$ cat config.mk
export PLATFORM = sky130hd
export DESIGN_NAME = pkt_cnt_gen
export DESIGN_NICKNAME = d
export VERILOG_FILES = /design/src/rtl/pkt_cnt_pkg.sv /design/src/rtl/pkt_cnt_step.sv /design/src/rtl/pkt_cnt_gen.sv
export SDC_FILE = /design/constraint.sdc
export NUM_CORES = 1
export LEC_CHECK = 0
export BUFFER_PORTS_ARGS = -buffer_cell sky130_fd_sc_hd__buf_2
export CORE_MARGIN = 3
export CORE_UTILIZATION = 40
export DETAILED_ROUTE_END_ITERATION = 10
export MAX_ROUTING_LAYER = met4
export PLACE_DENSITY_LB_ADDON = 0.2
export RECOVER_POWER = 25
export SLEW_MARGIN = 20
export SYNTH_ARGS = -nofsm -noshare
export SYNTH_HDL_FRONTEND = slang
export SYNTH_SLANG_ARGS = --single-unit
$ cat constraint.sdc
create_clock -name clk -period 2.75 [get_ports clk]
set_input_delay 0.55 -clock clk [delete_from_list [all_inputs] [get_ports clk]]
set_output_delay 0.55 -clock clk [all_outputs]
set_load 0.02 [all_outputs]
$ cat src/rtl/pkt_cnt_pkg.sv
// pkt_cnt_pkg
// Shared types and default sizes for the packet counter slice.
//   step_e : decoded step request applied to the main counter
//   load_e : which load (if any) wins in the current cycle
//   DEF_WIDTH / DEF_EVT_WIDTH : default counter widths
package pkt_cnt_pkg;

  localparam int DEF_WIDTH     = 8;
  localparam int DEF_EVT_WIDTH = 4;

  typedef enum logic [1:0] {
    HOLD,
    UP,
    DOWN
  } step_e;

  typedef enum logic [2:0] {
    NONE,
    L0,
    L1,
    LMAX,
    LVAL
  } load_e;

endpackage

$ cat src/rtl/pkt_cnt_step.sv
// pkt_cnt_step
// Combinational next-value and bound detection for the main counter.
// Ports:
//   count      in  WIDTH  current counter value
//   step       in  step_e requested step (HOLD/UP/DOWN)
//   next_count out WIDTH  counter value after the step
//   ovf_hit    out 1      up-step requested at the all-ones value
//   udf_hit    out 1      down-step requested at zero
// SATURATE=0 wraps at the bounds, SATURATE=1 holds at the bounds.
module pkt_cnt_step
  import pkt_cnt_pkg::*;
#(
  parameter int WIDTH    = DEF_WIDTH,
  parameter int SATURATE = 0
) (
  input  logic [WIDTH-1:0] count,
  input  step_e            step,
  output logic [WIDTH-1:0] next_count,
  output logic             ovf_hit,
  output logic             udf_hit
);

  localparam logic [WIDTH-1:0] MAX_V = '1;

  always_comb begin
    next_count = count;
    ovf_hit    = 1'b0;
    udf_hit    = 1'b0;
    case (step)
      UP: begin
        if (count == MAX_V) begin
          ovf_hit    = 1'b1;
          next_count = (SATURATE != 0) ? MAX_V : '0;
        end else begin
          next_count = count + WIDTH'(1);
        end
      end
      DOWN: begin
        if (count == '0) begin
          udf_hit    = 1'b1;
          next_count = (SATURATE != 0) ? '0 : MAX_V;
        end else begin
          next_count = count - WIDTH'(1);
        end
      end
      default: next_count = count;
    endcase
  end

endmodule

$ cat src/rtl/pkt_cnt_gen.sv
// pkt_cnt_gen
// Up/down counter with prioritised loads, wrap/saturate bounds, an
// independent event counter, registered zero/max flags and sticky
// overflow/underflow flags.
// Ports:
//   clk, reset (synchronous, active low)
//   en                    : increment event counter
//   en_up / en_down       : step main counter (both or neither = hold)
//   load0/load1/loadmax/load_val, load_data : loads, load0 highest
//   clr_flags             : clear sticky ovf/udf
//   snap                  : capture snapshot
//   count, count_evt      : counter values
//   at_zero, at_max       : registered flags aligned with count
//   ovf, udf              : sticky bound flags
//   snap_count, snap_evt  : captured values
// Optional feature macro: PKT_CNT_SNAPSHOT_EN builds the snapshot
// registers; without it snap is ignored and the snapshot outputs read 0.
module pkt_cnt_gen
  import pkt_cnt_pkg::*;
#(
  parameter int WIDTH     = DEF_WIDTH,
  parameter int EVT_WIDTH = DEF_EVT_WIDTH,
  parameter int LOAD_MAX  = 255,
  parameter int SATURATE  = 0
) (
  input  logic                 clk,
  input  logic                 reset,
  input  logic                 en,
  input  logic                 en_up,
  input  logic                 en_down,
  input  logic                 load0,
  input  logic                 load1,
  input  logic                 loadmax,
  input  logic                 load_val,
  input  logic [WIDTH-1:0]     load_data,
  input  logic                 clr_flags,
  input  logic                 snap,
  output logic [WIDTH-1:0]     count,
  output logic [EVT_WIDTH-1:0] count_evt,
  output logic                 at_zero,
  output logic                 at_max,
  output logic                 ovf,
  output logic                 udf,
  output logic [WIDTH-1:0]     snap_count,
  output logic [EVT_WIDTH-1:0] snap_evt
);

  localparam logic [WIDTH-1:0] LOAD_MAX_V = WIDTH'(LOAD_MAX);
  localparam logic [WIDTH-1:0] MAX_V      = '1;

  load_e            load_sel;
  step_e            step_sel;
  logic [WIDTH-1:0] step_next;
  logic [WIDTH-1:0] count_next;
  logic             ovf_hit;
  logic             udf_hit;

  // Resolve the winning load; any load suppresses stepping so that
  // loads can never raise a bound flag.
  always_comb begin
    load_sel = NONE;
    if (load0)         load_sel = L0;
    else if (load1)    load_sel = L1;
    else if (loadmax)  load_sel = LMAX;
    else if (load_val) load_sel = LVAL;

    step_sel = HOLD;
    if (load_sel == NONE) begin
      if (en_up && !en_down)      step_sel = UP;
      else if (en_down && !en_up) step_sel = DOWN;
    end
  end

  pkt_cnt_step #(
    .WIDTH   (WIDTH),
    .SATURATE(SATURATE)
  ) u_step (
    .count     (count),
    .step      (step_sel),
    .next_count(step_next),
    .ovf_hit   (ovf_hit),
    .udf_hit   (udf_hit)
  );

  always_comb begin
    case (load_sel)
      L0:      count_next = '0;
      L1:      count_next = WIDTH'(1);
      LMAX:    count_next = LOAD_MAX_V;
      LVAL:    count_next = load_data;
      default: count_next = step_next;
    endcase
  end

  // Flags are derived from count_next so they change on the same edge as
  // count; a new bound hit overrides a simultaneous clear.
  always_ff @(posedge clk) begin
    if (!reset) begin
      count     <= '0;
      count_evt <= '0;
      at_zero   <= 1'b1;
      at_max    <= 1'b0;
      ovf       <= 1'b0;
      udf       <= 1'b0;
    end else begin
      count     <= count_next;
      if (en) count_evt <= count_evt + EVT_WIDTH'(1);
      at_zero   <= (count_next == '0);
      at_max    <= (count_next == MAX_V);
      ovf       <= ovf_hit | (ovf & ~clr_flags);
      udf       <= udf_hit | (udf & ~clr_flags);
    end
  end

`ifdef PKT_CNT_SNAPSHOT_EN
  // Snapshot captures the values visible during the snap cycle.
  always_ff @(posedge clk) begin
    if (!reset) begin
      snap_count <= '0;
      snap_evt   <= '0;
    end else if (snap) begin
      snap_count <= count;
      snap_evt   <= count_evt;
    end
  end
`else
  logic unused_snap;
  assign unused_snap = snap;
  assign snap_count  = '0;
  assign snap_evt    = '0;
`endif

endmodule

Word level (Yosys, flattened, before mapping)
Cells that the tools add are included.
{ "totals": {"regBits": 16, "out_inout_bits": 28, "wordCells": 44} }
{ "classes": {"addsub": 3, "eq_ne": 8, "mux": 15, "bitwise": 5, "n_reduce_logical": 7} }
{ "op_table": {"columns": ["cell", "n"], "rows": [
  ["8-bit case mux with 4 select lines", 1],
  ["8-bit equality test, second input constant", 2],
  ["8-bit logical NOT", 2],
  ["8-bit two-way mux", 2],
  ["8-bit case mux with 2 select lines", 1],
  ["3-bit two-way mux", 4],
  ["8-bit by 1-bit adder with 8-bit output, second input constant", 1],
  ["8-bit by 1-bit subtractor with 8-bit output, second input constant", 1],
  ["3-bit by 2-bit equality test with 1-bit output, second input constant", 2],
  ["2-bit two-way mux", 3],
  ["4-bit by 1-bit adder with 4-bit output, second input constant", 1],
  ["1-bit two-way mux", 4],
  ["3-bit by 1-bit equality test with 1-bit output, second input constant", 1],
  ["3-bit equality test, second input constant", 1],
  ["3-bit logical NOT", 1],
  ["1-bit bitwise AND", 2],
  ["2-bit by 1-bit equality test with 1-bit output, second input constant", 1],
  ["2-bit equality test, second input constant", 1],
  ["1-bit logical AND", 2],
  ["1-bit logical NOT", 2],
  ["1-bit OR", 2],
  ["1-bit inverter", 1]
]} }

Depth between registers and ports, before layout
{ "depth": {"ltp_word": 10, "ltp_mapped": 12, "mapped_depth_nobuf": 10} }

By module
Synthesis repeated with hierarchy kept, for this count alone.
{ "hier_totals": {"cells_unflattened": 171, "hier_area_um2": 1347.5} }
{ "modules_own_cells": {"columns": ["mod", "n_inst", "cells_each", "area_each_um2", "seq_area_each_um2"], "rows": [
  ["pkt_cnt_gen", 1, 84, 795.8, 320.3],
  ["pkt_cnt_step", 1, 87, 551.8, 0.0]
]} }

Worst setup path after synthesis
OpenSTA, ideal clock, no wires.
{ "synth_path": {"path_type": "input -> register", "startpoint": "input loadmax", "endpoint": "register at_zero", "setup_time_ns": 0.069, "arrival_time_ns": 2.897, "required_time_ns": 2.681, "slack_ns": -0.216, "path_stages": 11, "n_path_buf": 1, "cell_sequence": "buf_6 -> or4_4 -> nor3b_1 -> inv_1 -> ha_1 -> nor2_1 -> mux2_2 -> a221oi_1 -> o22a_1 -> nand4bb_1 -> o21ai_1"} }
{ "synth_via": {"elab_chain_cells": 9} }
{ "synth_lines": {"columns": ["element", "line_no", "source"], "rows": [
  ["from (decl)", "pkt_cnt_gen.sv:33", "input logic loadmax,"],
  ["3-bit two-way mux (*)", "pkt_cnt_gen.sv:64", "else if (loadmax) load_sel = LMAX;"],
  ["3-bit two-way mux (*)", "pkt_cnt_gen.sv:63", "else if (load1) load_sel = L1;"],
  ["3-bit two-way mux (*)", "pkt_cnt_gen.sv:62", "if (load0) load_sel = L0;"],
  ["3-bit logical NOT", "pkt_cnt_gen.sv:68", "if (load_sel == NONE) begin"],
  ["2-bit two-way mux", "pkt_cnt_gen.sv:68", null],
  ["2-bit equality test or 2-bit by 1-bit equality test with 1-bit output (tied branches)", "pkt_cnt_step.sv:29", "case (step)"],
  ["8-bit case mux with 2 select lines", "pkt_cnt_step.sv:29", null],
  ["8-bit case mux with 4 select lines (*)", "pkt_cnt_gen.sv:86", "case (load_sel)"],
  ["8-bit logical NOT (*)", "pkt_cnt_gen.sv:108", "at_zero <= (count_next == '0);"],
  ["to (signal assigned)", "pkt_cnt_gen.sv:108", null],
  ["to (decl)", "pkt_cnt_gen.sv:40", "output logic at_zero,"]
]} }
Every way passes the cells marked *; elsewhere a longest branch is shown, timed or not.
A chain may end at the register's enable or synchronous reset.

Worst setup path after layout
Same ends and word-level chain as after synthesis.

==> impl_metrics.py <==
metrics = {
    "run_status": {
        "run_status": "finished, violations left",
        "failing_checks": "negative setup slack",
    },
    "sta": {
        "setup_violations": 2,
        "timing.final.hold_violations": 0,
        "final_critical_path_setup_slack_ps": -99.5,
        "final_max_slew_viol_count": 0,
        "setup_repair_after_global_routing_missed_its_margin": "true",
        "worst_slew_margin_rel": 0.619,
        "layout_worst_path_cycle_share": 1.04,
        "final_period_demand_of_the_worst_path_ps": 2850,
        "worst-slew-pin-transition_ps": 567,
        "clock_skew_ps": 1.34,
        "max_freq_mhz": 351,
        "holdWs_ps": 562,
    },
    "critical_path": {
        "cp_cell_sequence": "buf_6, or4_4, nor3b_4, inv_1, ha_2, buf_4, and4b_1, or3_4, a221oi_2, buf_4, nand4bb_1, o21ai_1",
        "timing.critical_path.slowest_stage_cell": "sky130_fd_sc_hd__or4_4",
        "critical_path_arrival_ps": 3060,
        "timing.critical_path.fanout_max": 8,
        "worst_setup_path_start_kind": "input port",
        "crit_top_cell": "sky130_fd_sc_hd__buf_4",
        "r2r-start": "count[0]$_SDFF_PN0_",
        "reg2regPathDepth": 10,
        "critical-path-max-stage-delay_ps": 570,
        "worst-endpoint-required_ps": 2960,
        "timing.setup.critical_path_class": "input port to flip-flop",
        "worst_setup_path_end_kind": "flip-flop",
        "regToRegSetupSlack_ps": 320,
        "reg2reg_to": "at_zero$_SDFF_PN1_",
    },
    "clocking": {
        "cts_made_buffers": 3,
        "cts-root-to-sink-buffers": 2,
        "cts_tree": "built",
        "clockRootBuffer": "sky130_fd_sc_hd__clkbuf_4",
        "cts-htree-levels": 1,
        "worstSkewPairLatency_ps": 280,
        "clock_sink_count": 16,
        "clk_transition_reported_paths_ps": 80,
    },
    "final_layout": {
        "antenna_cells": 0,
        "post-route-cell-area_sq_um": 1820,
        "layout.filler_cells": 328,
        "fin_util": 0.567,
        "area_delta_synth_final_pct": 28.3,
        "finish.cell_count_without_fillers": 266,
        "finalNetCount": 249,
        "drive_gt1_frac": 0.365,
    },
    "global_route": {
        "grt_pass1_wl_microns": 6410,
        "pin_count_of_the_biggest_net_entering_global_routing": 17,
        "grt_antenna_before_repair": 0,
        "met3_usage": 0.0410,
        "groute.layer.met2.usage": 0.296,
        "grtUsageTotal": 0.193,
        "grt_util_met1": 0.258,
        "grt_remaining_overflow": 0,
        "grt_most_used_layer": "met2",
        "grt_pass1_vias": 1357,
    },
    "placed_design": {
        "input_output_buffers": 33,
        "numPlacedInstances": 261,
        "detailed_place.area_sq_um": 1730,
        "place_congestion": 0.910,
        "detailedPlacementHpwl_microns": 2980,
    },
    "power": {
        "pwr_density_cell_nw_per_um2": 289,
        "vdd_ir_drop_max_mv": 0.234,
        "leakage_nw": 0.762,
    },
    "floorplanning": {
        "design.portCount": 47,
        "die_h_microns": 65.5,
        "rows": 20,
        "dieWidth_microns": 65.5,
        "fp.dieArea_sq_um": 4290,
        "core_sq_um": 3200,
        "start_util": 0.442,
    },
    "detailed_routing": {
        "route.detailed.wl_per_inst_microns": 14.8,
        "avgViaCountPerCell": 5.41,
        "antenna_violating_nets_post_route": 0,
        "drt_pass1_iterations": 4,
        "drc_errors": 0,
        "drt_iter0_markers": 107,
        "via_total_after_detailed_routing": 1439,
        "route.final.wire_length_microns": 3940,
    },
    "min_path": {
        "worst_hold_path.num_cells": 2,
        "hold_path_class": "flip-flop to flip-flop",
        "worstHoldStart": "count_evt[1]$_SDFFE_PN0P_",
        "min_delay_worst_endpoint": "count_evt[1]$_SDFFE_PN0P_",
    },
    "yosys": {
        "synth.yosys.warnings": 0,
        "synth_area_per_cell_sq_um": 8.23,
        "async_flop_share": 0,
        "synth_cells": 172,
        "syn-cell-area_sq_um": 1420,
        "synth.lib_cells_used.distinct": 52,
        "synth-main-ff-cell": "sky130_fd_sc_hd__dfxtp_1",
        "synth-edff-count": 0,
        "postSynthRegisterBits": 16,
        "synth-seq-area-share": 0.226,
    },
    "job": {
        "maxCapViolCount": 0,
    },
}
-- worst max-delay path by stage --
| stage | from | to | slack [ps] | depth (start not counted) |
|---|---|---|---|---|
| global route | loadmax | at_zero$_SDFF_PN1_ | -140 | 12 |
| detailed placement | load0 | at_zero$_SDFF_PN1_ | -430 | 13 |
| finish | loadmax | at_zero$_SDFF_PN1_ | -100 | 12 |
| CTS | loadmax | at_zero$_SDFF_PN1_ | -70 | 12 |
| global placement | load0 | at_zero$_SDFF_PN1_ | -420 | 12 |
| floorplan | loadmax | at_max$_SDFF_PN0_ | -60 | 12 |
-- power breakdown --
group	total [W]	internal, W	switching (W)
Clock	0.000117	0.0000508	0.0000661
Sequential	0.000257	0.000241	0.0000162
Combinational	0.000151	0.0000666	0.0000842
-- registers in the layout (all words and copies together), names as in the netlist --
name       count
at_zero        1
udf            1
count          8
count_evt      4
ovf            1
at_max         1
-- Yosys cell counts (3+ instances only) --
| cell type | n | area [sq um] |
|---|---|---|
| sky130_fd_sc_hd__a2111oi_0 | 3 | 26.3 |
| sky130_fd_sc_hd__a211oi_1 | 4 | 30.0 |
| sky130_fd_sc_hd__a21oi_1 | 14 | 70.1 |
| sky130_fd_sc_hd__and2_1 | 6 | 37.5 |
| sky130_fd_sc_hd__buf_4 | 14 | 105 |
| sky130_fd_sc_hd__clkbuf_1 | 3 | 11.3 |
| sky130_fd_sc_hd__dfxtp_1 | 16 | 320 |
| sky130_fd_sc_hd__ha_1 | 6 | 75.1 |
| sky130_fd_sc_hd__inv_1 | 8 | 30.0 |
| sky130_fd_sc_hd__nand2_1 | 9 | 33.8 |
| sky130_fd_sc_hd__nand3_1 | 3 | 15.0 |
| sky130_fd_sc_hd__nand3b_1 | 3 | 22.5 |
| sky130_fd_sc_hd__nand4_1 | 3 | 18.8 |
| sky130_fd_sc_hd__nor2_1 | 6 | 22.5 |
| sky130_fd_sc_hd__nor2b_1 | 10 | 62.6 |
| sky130_fd_sc_hd__nor3b_1 | 3 | 22.5 |
| sky130_fd_sc_hd__o21ai_0 | 5 | 25.0 |
| sky130_fd_sc_hd__or3_1 | 3 | 18.8 |
| sky130_fd_sc_hd__xnor2_1 | 3 | 26.3 |
| sky130_fd_sc_hd__xor2_1 | 3 | 26.3 |
-- cell type report --
type	instances	area [sq um]	share of cell area
Multi-Input combinational cell	138	1040	0.571
Timing Repair Buffer	57	352	0.194
Sequential cell	16	320	0.176
Tap cell	44	55.1	0.0303
Inverter	8	30.0	0.0165
Clock buffer	3	22.5	0.0124
-- timing repair --
item,4_1_cts,5_1_grt
gates resized for setup,3,11
pin swaps,5,9
hold buffers,0,0
endpoints found under the setup margin,4,7
setup buffers,0,3
-- cells in the final DEF, fill, tap and decap left out, drive strengths merged, types with 4 or more instances in the layout --
master	netlist	layout
buf	18	54
dfxtp	16	16
a21oi	14	14
conb	1	12
nor2b	10	10
nand2	9	9
inv	8	8
nor2	7	7
o21ai	7	7
and2	6	6
ha	6	6
clkbuf	3	6
a211oi	4	4
nor4	4	4
-- routing by layer --
metal | wire (microns) | up-vias
li1 | - | 703
met1 | 1790 | 671
met2 | 1840 | 63
met3 | 289 | 2
met4 | 21 | 0
met5 | 0 | -
-- cells by family (layout without fill, tap and decap cells) --
logic type,Yosys count,in the layout,share of synthesized area
xor gates and xnor gates,6,6,0.0371
AOI/OAI and AO/OA,42,42,0.198
other,1,12,0.00265
and+or+nand+nor,69,69,0.333
adders and majority gates,6,6,0.0530
muxes,3,3,0.0230
DFF,16,16,0.226
buffers and inverters,29,68,0.126
-- through the flow --
stage	setup slack, ps	total power [W]	setup TNS (ps)
detailed placement	-430	0.000405	-2630
CTS	-69.6	0.000525	-180
floorplan	-59.1	0.000368	-94.0
finish	-99.5	0.000525	-109
global route	-143	0.000561	-270
global placement	-424	0.000403	-2390
-- worst max-delay path: cells and delay by family --
| kind | cells | cell delay [ps] |
|---|---|---|
| adders and majority gates | 1 | 190 |
| AOI/OAI and AO/OA | 2 | 390 |
| buffers and inverters | 4 | 480 |
| and+or+nand+nor | 5 | 1440 |
(Power assumes the default switching activity.)
